$ cat src/rtl/cpu_pkg.sv
// Shared CPU definitions: command word geometry, opcode constants and the
// program loader state encoding.
package cpu_pkg;

  localparam int CMD_SIZE      = 19;
  localparam int CMD_MEM_SIZE  = 32;
  localparam int CMD_ADDR_SIZE = $clog2(CMD_MEM_SIZE);

  // Bits of the first word byte that land in word[CMD_SIZE-1:16]
  localparam int B0_BITS = CMD_SIZE - 16;
  // Word count must reach CMD_MEM_SIZE itself, hence the extra bit
  localparam int CNT_W   = $clog2(CMD_MEM_SIZE + 1);

  localparam logic [7:0] MAX_COUNT = 8'(CMD_MEM_SIZE);

  localparam logic [3:0] NOP  = 4'd0;
  localparam logic [3:0] LTM  = 4'd1;
  localparam logic [3:0] MTR  = 4'd2;
  localparam logic [3:0] RTR  = 4'd3;
  localparam logic [3:0] JL   = 4'd4;
  localparam logic [3:0] SBT  = 4'd5;
  localparam logic [3:0] SUMM = 4'd6;
  localparam logic [3:0] MTRD = 4'd7;
  localparam logic [3:0] RTM  = 4'd8;
  localparam logic [3:0] JUMP = 4'd9;

  typedef enum logic [2:0] {
    ST_IDLE,
    ST_COUNT,
    ST_B0,
    ST_B1,
    ST_B2,
    ST_CHK,
    ST_DONE,
    ST_ERR
  } ld_state_t;

  function automatic logic count_legal(input logic [7:0] n);
    return (n != 8'd0) && (n <= MAX_COUNT);
  endfunction

  function automatic logic b0_legal(input logic [7:0] b);
    return (b >> B0_BITS) == 8'd0;
  endfunction

endpackage

$ cat src/rtl/cmd_loader.sv
// Program loader: packs a checksummed byte stream into command words and
// writes them to the command memory while holding the CPU in reset.
//
// state | meaning
// IDLE  | waiting for start
// COUNT | accepting the word count byte
// B0    | accepting word byte 0 (upper bits)
// B1    | accepting word byte 1
// B2    | accepting word byte 2, word write follows
// CHK   | accepting the checksum byte
// DONE  | one-cycle success pulse
// ERR   | load failed, CPU stays held until the next start
module cmd_loader
  import cpu_pkg::*;
(
  input  logic                     clk,
  input  logic                     reset,
  input  logic                     start,
  input  logic [7:0]               in_data,
  input  logic                     in_valid,
  output logic                     in_ready,
  output logic                     wr_en,
  output logic [CMD_ADDR_SIZE-1:0] wr_addr,
  output logic [CMD_SIZE-1:0]      wr_data,
  output logic                     busy,
  output logic                     done,
  output logic                     err,
  output logic                     cpu_hold
);

  localparam logic [CMD_ADDR_SIZE-1:0] ADDR_ONE = 1;
  localparam logic [CNT_W-1:0]         CNT_ONE  = 1;

  ld_state_t state, state_nxt;

  logic                     load_go;
  logic                     xfer;
  logic [7:0]               csum;
  logic [CNT_W-1:0]         words_left;
  logic [CMD_ADDR_SIZE-1:0] addr_q;
  logic [B0_BITS-1:0]       b0_q;
  logic [7:0]               b1_q;

  always_ff @(posedge clk or negedge reset) begin
    if (!reset) state <= ST_IDLE;
    else        state <= state_nxt;
  end

  always_comb begin
    state_nxt = state;
    in_ready  = 1'b0;
    busy      = 1'b0;
    done      = 1'b0;
    err       = 1'b0;
    load_go   = 1'b0;
    case (state)
      ST_IDLE: begin
        if (start) begin
          state_nxt = ST_COUNT;
          load_go   = 1'b1;
        end
      end
      ST_COUNT: begin
        in_ready = 1'b1;
        busy     = 1'b1;
        if (in_valid) state_nxt = count_legal(in_data) ? ST_B0 : ST_ERR;
      end
      ST_B0: begin
        in_ready = 1'b1;
        busy     = 1'b1;
        if (in_valid) state_nxt = b0_legal(in_data) ? ST_B1 : ST_ERR;
      end
      ST_B1: begin
        in_ready = 1'b1;
        busy     = 1'b1;
        if (in_valid) state_nxt = ST_B2;
      end
      ST_B2: begin
        in_ready = 1'b1;
        busy     = 1'b1;
        if (in_valid) state_nxt = (words_left == CNT_ONE) ? ST_CHK : ST_B0;
      end
      ST_CHK: begin
        in_ready = 1'b1;
        busy     = 1'b1;
        if (in_valid) state_nxt = (in_data == csum) ? ST_DONE : ST_ERR;
      end
      ST_DONE: begin
        busy      = 1'b1;
        done      = 1'b1;
        state_nxt = ST_IDLE;
      end
      ST_ERR: begin
        err = 1'b1;
        if (start) begin
          state_nxt = ST_COUNT;
          load_go   = 1'b1;
        end
      end
      default: state_nxt = ST_IDLE;
    endcase
    cpu_hold = busy | err;
  end

  assign xfer = in_valid && in_ready;

  // Checksum covers every byte before the checksum byte itself
  always_ff @(posedge clk or negedge reset) begin
    if (!reset) begin
      wr_en      <= 1'b0;
      wr_addr    <= '0;
      wr_data    <= '0;
      csum       <= '0;
      words_left <= '0;
      addr_q     <= '0;
      b0_q       <= '0;
      b1_q       <= '0;
    end else begin
      wr_en <= 1'b0;
      if (load_go) begin
        csum       <= '0;
        words_left <= '0;
        addr_q     <= '0;
      end else if (xfer) begin
        if (state != ST_CHK) csum <= csum ^ in_data;
        case (state)
          ST_COUNT: words_left <= in_data[CNT_W-1:0];
          ST_B0:    b0_q       <= in_data[B0_BITS-1:0];
          ST_B1:    b1_q       <= in_data;
          ST_B2: begin
            wr_en      <= 1'b1;
            wr_addr    <= addr_q;
            wr_data    <= {b0_q, b1_q, in_data};
            addr_q     <= addr_q + ADDR_ONE;
            words_left <= words_left - CNT_ONE;
          end
          default: ;
        endcase
      end
    end
  end

endmodule

$ cat config.mk
export PLATFORM = sky130hd
export DESIGN_NAME = cmd_loader
export DESIGN_NICKNAME = d
export VERILOG_FILES = /design/src/rtl/cpu_pkg.sv /design/src/rtl/cmd_loader.sv
export SDC_FILE = /design/constraint.sdc
export NUM_CORES = 1
export LEC_CHECK = 0
export ABC_AREA = 1
export BUFFER_PORTS_ARGS = -buffer_cell sky130_fd_sc_hd__buf_2
export CORE_ASPECT_RATIO = 0.75
export CORE_MARGIN = 2
export CORE_UTILIZATION = 57
export CTS_CLUSTER_DIAMETER = 100
export CTS_CLUSTER_SIZE = 16
export DETAILED_ROUTE_END_ITERATION = 8
export GPL_ROUTABILITY_DRIVEN = 0
export GPL_TIMING_DRIVEN = 0
export HOLD_SLACK_MARGIN = 0.08
export PLACE_DENSITY = 0.92
export SYNTH_ARGS = -nofsm -noshare
export SYNTH_HDL_FRONTEND = slang
export SYNTH_SLANG_ARGS = --single-unit
$ cat constraint.sdc
create_clock -name clk -period 3.09 [get_ports clk]
set_input_delay 0.618 -clock clk [delete_from_list [all_inputs] [get_ports clk]]
set_output_delay 0.618 -clock clk [all_outputs]
set_load 0.1 [all_outputs]
==> results.sh, run 1 <==
export IMPL_via_per_inst=5.35
export IMPL_fin_crit_sh=0.709
export IMPL_finalSetupTns_ns=0
export IMPL_h_tree_depth=3
export IMPL_grt_util_all_layers=0.258
export IMPL_num_io_pins=42
export IMPL_worst_slack_ns=0.898
export IMPL_synth_top_area_frac=0.531
export IMPL_core_area_um2=4550
export IMPL_rr_worst_depth=8
export IMPL_routedWlPerCell_um=13.7
export IMPL_seq_area_um2=1450
export IMPL_diodes=0
export IMPL_synth_warnings=0
export IMPL_first_global_vias=2368
export IMPL_timing_rr_start="state[1]"
export IMPL_start_kind="flip-flop"
export IMPL_ant_nets=0
export IMPL_crit_slowest_cell="dfrtp_1"
export IMPL_grt_first_pass_wirelength_um=10700
export IMPL_crit_family="buffers and inverters"
export IMPL_r2r_slack_ns=1.36
export IMPL_maxCapViolations=0
export IMPL_die_area_um2=5370
export IMPL_critPathKind="reg -> out"
export IMPL_nFillCells=354
export IMPL_syn_num_nets=352
export IMPL_finClkSkew_ns=0.00842
export IMPL_ys_ff_latch=58
export IMPL_synth_edf_count=0
export IMPL_crit_path_end_kind="primary output"
export IMPL_required_ns=2.47
export IMPL_drc_errors=0
export IMPL_areaGrowthSynthToFinish_pct=17.7
export IMPL_max_stage_delay_ns=0.47
export IMPL_worst_slew_pin_slew_ns=0.702
export IMPL_dpl_worst_slack_ns=1.26
export IMPL_async_flop_share=1.00
export IMPL_grt_max_degree=59
export IMPL_relSlewSlack=0.532
export IMPL_synth_most_common_cell="nand2_1"
export IMPL_regToRegEndpoint="words_left[4]"
export IMPL_grt_overflow=0
export IMPL_post_cts_buffers=0
export IMPL_rsz0062_at_grt="no"
export IMPL_path_clk_slew_ns=0.06
export IMPL_drive_above_1_share=0.213
export IMPL_rows=21
export IMPL_cts_buffers=9
export IMPL_timing_hold_ws_ns=0.332
export IMPL_routed_wl_um=6170
export IMPL_clockBufferDepth=2
export IMPL_antenna_found_initial=0
export IMPL_initial_core_util=0.602
export IMPL_dr_first_iter_drc_count=224
export IMPL_finalCoreUtilization=0.708
export IMPL_period_needed_ns=2.19
export IMPL_finalHoldViolCount=0
export IMPL_cts_root_buf="clkbuf_8"
export IMPL_syn_area_um2=2740
export IMPL_synth_cell_types=26
export IMPL_drt_first_pass_iters=5
export IMPL_syn_inst=337
export IMPL_path_buf_inv=3
export IMPL_cts_resized_gates=0
export IMPL_ys_seq_area_frac=0.531
export IMPL_die_y_um=64.0
export IMPL_cts_sinks=58
export IMPL_multiInputGateArea_um2=1070
export IMPL_yosys_top_cells_area="dfrtp_1 (53%), nand2_1 (16%), inv_1 (5.6%)"
export IMPL_path_max_fanout=6
export IMPL_clock_latency_ns=0.34
export IMPL_drv_slew=0
export IMPL_synthTopCellsByCount="nand2_1 (114), dfrtp_1 (58), inv_1 (41)"
export IMPL_setup_violations=0
export IMPL_syn_avg_cell_area_um2=8.12
export IMPL_dp_hpwl_um=4470
export IMPL_cp_arrival_ns=1.57
export IMPL_synth_ff_type="dfrtp_1"
export IMPL_layout_nets=404
export IMPL_fmax_mhz=456
export IMPL_hold_path_class="in -> async"
export IMPL_cts_tree="yes"
export IMPL_yosysTopAreaCell="dfrtp_1"
export IMPL_io_buffer_count=41
export IMPL_cts_hold_buf=0
export IMPL_vias=2414
export IMPL_die_w_um=84.0
export IMPL_cp_cell_sequence="inv_2 > nand2_2 > o21ai_2 > inv_1 > buf_2"
export IMPL_status="complete, no violations"
==> worst max path at each step <==
stage | start | to | cells past startpoint
2_1_floorplan | state[2] | done | 2
3_3_place_gp | state[2] | busy | 5
3_5_place_dp | state[2] | busy | 5
4_1_cts | state[2] | busy | 5
5_1_grt | state[2] | busy | 5
6_report | state[2] | busy | 5
==> layout by cell type (no fill, tap or decap), types with 3 or more instances in the layout <==
cell      netlist  final
o22ai_1        10     10
inv_2           7      7
o21ai_2        10     10
clkbuf_8        0     11
nand2_1       114    114
inv_1          41     41
a21oi_1         5      5
o21ai_1         5      5
ha_1            3      3
clkbuf_1        3      4
o21ai_0        29     29
nand3_1         6      6
nand2_2         4      4
nor2_1         23     23
dfrtp_1        58     58
buf_2           2     42
==> final cells by class <==
type | count | area share
sequential | 58 | 0.451
tap | 57 | 0.0222
clock buffer | 12 | 0.0482
inverter | 48 | 0.0560
timing repair buffer | 41 | 0.0645
clock inverter | 4 | 0.0155
multi-input combinational | 225 | 0.333
buffer | 6 | 0.0101
==> per-stage QoR <==
stage | std cells | cell area, µm²
3_3_place_gp | 435 | 3010
3_5_place_dp | 435 | 3010
6_report | 451 | 3220
5_1_grt | 451 | 3220
2_1_floorplan | 337 | 2740
4_1_cts | 451 | 3220
==> registers in the layout, summed over array words and instances, names as in the netlist <==
signal and flops:
wr_data 19, wr_addr 5, b0_q 3, state 3, b1_q 8, words_left 6
addr_q 5, wr_en 1, csum 8
==> cell families (layout without fill, tap and decap cells) <==
| logic type | Yosys count | in the layout | synth area share |
|---|---|---|---|
| AO/OA/AOI/OAI | 64 | 64 | 0.140 |
| XOR/XNOR | 4 | 4 | 0.0128 |
| adder cells (fa/ha/maj) | 3 | 3 | 0.0137 |
| buffers and inverters | 54 | 111 | 0.0778 |
| flip-flops | 58 | 58 | 0.531 |
| AND/OR/NAND/NOR | 154 | 154 | 0.225 |
==> routing by layer <==
metal | GRT usage | share of wire
met1 | 0.342 | 0.42
met2 | 0.410 | 0.47
met3 | 0.0853 | 0.085
met4 | 0.0766 | 0.016
met5 | 0 | 0
==> worst reg2reg max path, delay by kind of cell (launching register included) <==
family | cells | cell delay (ns)
compound gates | 2 | 0.15
buf+inv | 2 | 0.23
flops | 1 | 0.42
simple gates | 4 | 0.82
Power of run 1 is not shown: default switching activity piles up to over one toggle a cycle in this logic, so the estimate is an artifact.
==> inputs of run 2 (changes only) <==
- ABC_AREA: 1 -> 0
- CORE_UTILIZATION: 57 -> 56
- PLACE_DENSITY: 0.92 -> 0.91
- clock period: 3.09 -> 2.15 ns (I/O delays scaled with it)
==> run 2 against run 1 <==
The flow now finishes with violations (DRC). Utilization decreased by 1.7 points. Hold slack got worse by 0.19 ns. Register-to-register slack got worse by 1.0 ns. Clock-buffer cell count unchanged. Via count fell by 2.4%. Synthesized cell count down 8.3%. Sequential share of layout area decreased by 2.0 points. Global-route usage down 1.5 points. Setup slack worse by 0.79 ns. Critical path depth shrank 1. Non-clock buffer count grew 9. Critical path type unchanged.
==> results.sh, run 2 <==
export IMPL_grt_max_degree=59
export IMPL_antenna_found_initial=0
export IMPL_path_clk_slew_ns=0.07
export IMPL_core_area_um2=4870
export IMPL_path_max_fanout=10
export IMPL_dr_first_iter_drc_count=149
export IMPL_grt_util_all_layers=0.243
export IMPL_num_io_pins=42
export IMPL_fin_cells=423
export IMPL_synth_edf_count=0
export IMPL_dp_hpwl_um=4320
export IMPL_finalInstanceArea_um2=3370
export IMPL_clock_latency_ns=0.34
export IMPL_hold_path_class="in -> async"
export IMPL_mostFrequentLayoutCell="nand2_1"
export IMPL_routedWlPerCell_um=14.7
export IMPL_rows=22
export IMPL_syn_avg_cell_area_um2=9.09
export IMPL_cts_hold_buf=0
export IMPL_drt_first_pass_iters=9
export IMPL_via_per_inst=5.57
export IMPL_synth_ff_type="dfrtp_1"
export IMPL_async_flop_share=1.00
export IMPL_largestRegisters="wr_data x19, b1_q x8, csum x8"
export IMPL_multiInputGateArea_um2=1250
export IMPL_ys_ff_latch=58
export IMPL_regMostFlops="wr_data"
export IMPL_maxCapViolations=0
export IMPL_finalSetupTns_ns=0
export IMPL_finalHoldViolCount=0
export IMPL_finalCoreUtilization=0.691
export IMPL_fin_crit_sh=0.952
export IMPL_drc_errors=7
export IMPL_yosysTopAreaCell="dfrtp_1"
export IMPL_seq_area_um2=1450
export IMPL_synth_most_common_cell="nand2_1"
export IMPL_layout_common_cells="nand2_1 (83), dfrtp_1 (58), buf_2 (39), o21ai_1 (20), nor2_1 (17)"
export IMPL_ant_nets=0
export IMPL_start_kind="flip-flop"
export IMPL_syn_area_um2=2810
export IMPL_syn_inst=309
export IMPL_synth_warnings=0
export IMPL_cts_tree="yes"
export IMPL_critPathKind="reg -> out"
export IMPL_cp_arrival_ns=1.62
export IMPL_cts_buffers=9
export IMPL_status="complete, but fails checks"
export IMPL_ys_seq_area_frac=0.517
export IMPL_die_area_um2=5600
export IMPL_nFillCells=393
export IMPL_io_buffer_count=37
export IMPL_synth_cell_types=45
export IMPL_placed_cell_area_um2=3080
export IMPL_clockBufferDepth=2
export IMPL_syn_num_nets=324
export IMPL_routed_wl_um=6230
export IMPL_initial_core_util=0.577
export IMPL_finClkSkew_ns=0.00776
export IMPL_cts_sinks=58
export IMPL_grt_overflow=0
export IMPL_worst_slew_pin_slew_ns=0.714
export IMPL_yosys_top_cells_area="dfrtp_1 (52%), nand2_1 (11%), o21ai_1 (3.6%)"
export IMPL_crit_path_end_kind="primary output"
export IMPL_placed_cells=406
export IMPL_vias=2357
export IMPL_fmax_mhz=489
export IMPL_synth_top_area_frac=0.517
export IMPL_period_needed_ns=2.05
export IMPL_violations="DRC"
export IMPL_largest_reg_flops=19
export IMPL_drv_slew=0
export IMPL_cts_root_buf="clkbuf_8"
export IMPL_layout_nets=373
export IMPL_first_global_vias=2240
export IMPL_setup_violations=0
export IMPL_die_w_um=85.8
export IMPL_grt_first_pass_wirelength_um=10500
export IMPL_synthTopCellsByCount="nand2_1 (83), dfrtp_1 (58), o21ai_1 (20)"
export IMPL_required_ns=1.72
export IMPL_h_tree_depth=3
export IMPL_drive_above_1_share=0.212
export IMPL_relSlewSlack=0.524
export IMPL_die_y_um=65.3
export IMPL_diodes=0
export IMPL_areaGrowthSynthToFinish_pct=19.8
export IMPL_rsz0062_at_grt="no"
==> run 2: cells by family (layout without fill, tap and decap cells) <==
logic type                 count (synthesis)  count (layout)  synth area share
AOI/OAI and AO/OA                         59              59             0.127
xor gates and xnor gates                   9               9            0.0281
adders and majority gates                  3               3            0.0134
buffers and inverters                     26              80            0.0445
DFF                                       58              58             0.517
muxes                                     10              10            0.0396
and+or+nand+nor                          144             144             0.231
==> run 2: worst max-delay path: stages, from the launching register on <==
cell and delay, ns:
dfrtp_1 0.36, buf_2 0.17, or3_4 0.36, and2_2 0.21, buf_6 0.18
==> run 2: cell type report <==
| type | instances | area share |
|---|---|---|
| plain buffers | 18 | 0.0309 |
| clock buffers | 12 | 0.0431 |
| clock inverters | 4 | 0.0294 |
| inverters | 8 | 0.00892 |
| multi-input cells | 225 | 0.371 |
| flip-flops and latches | 58 | 0.431 |
| well taps | 60 | 0.0223 |
| repair buffers | 38 | 0.0632 |
==> run 2: stage by stage <==
stage | setup WS, ns | hold WS, ns
after floorplan | 0.0255 | 0.134
after global placement | 0.104 | 0.444
after detailed placement | 0.0952 | 0.451
after CTS | 0.0178 | 0.341
after global routing | 0.0290 | 0.198
final | 0.103 | 0.139
==> run 2: final timing paths <==
path	end	start	slack [ns]	cells after the start
max	in_ready	state[0]	0.10	4
min	wr_addr[2]	reset	0.14	1
max reg2reg	words_left[5]	state[0]	0.34	6
min reg2reg	wr_data[8]	b1_q[0]	0.46	2
max in group asynchronous	csum[7]	reset	1.54	1
min in group clk	wr_data[5]	in_data[5]	0.34	3
==> run 2: per-layer routing <==
metal / wire length, µm / up-vias / track usage / share of wire
met3: 385 / 9 / 0.0779 / 0.062
met5: 0 / - / 0 / 0
li1: - / 1143 / - / -
met1: 2960 / 1128 / 0.328 / 0.48
met4: 83 / 0 / 0.0734 / 0.013
met2: 2800 / 77 / 0.378 / 0.45
==> run 2: timing repair <==
item / CTS / global route
endpoints found under the setup margin: 3 / 4
pin swaps: 0 / 0
gates resized for setup: 7 / 5
buffers inserted: 0 / 1
Power of run 2 is left out for the same reason.
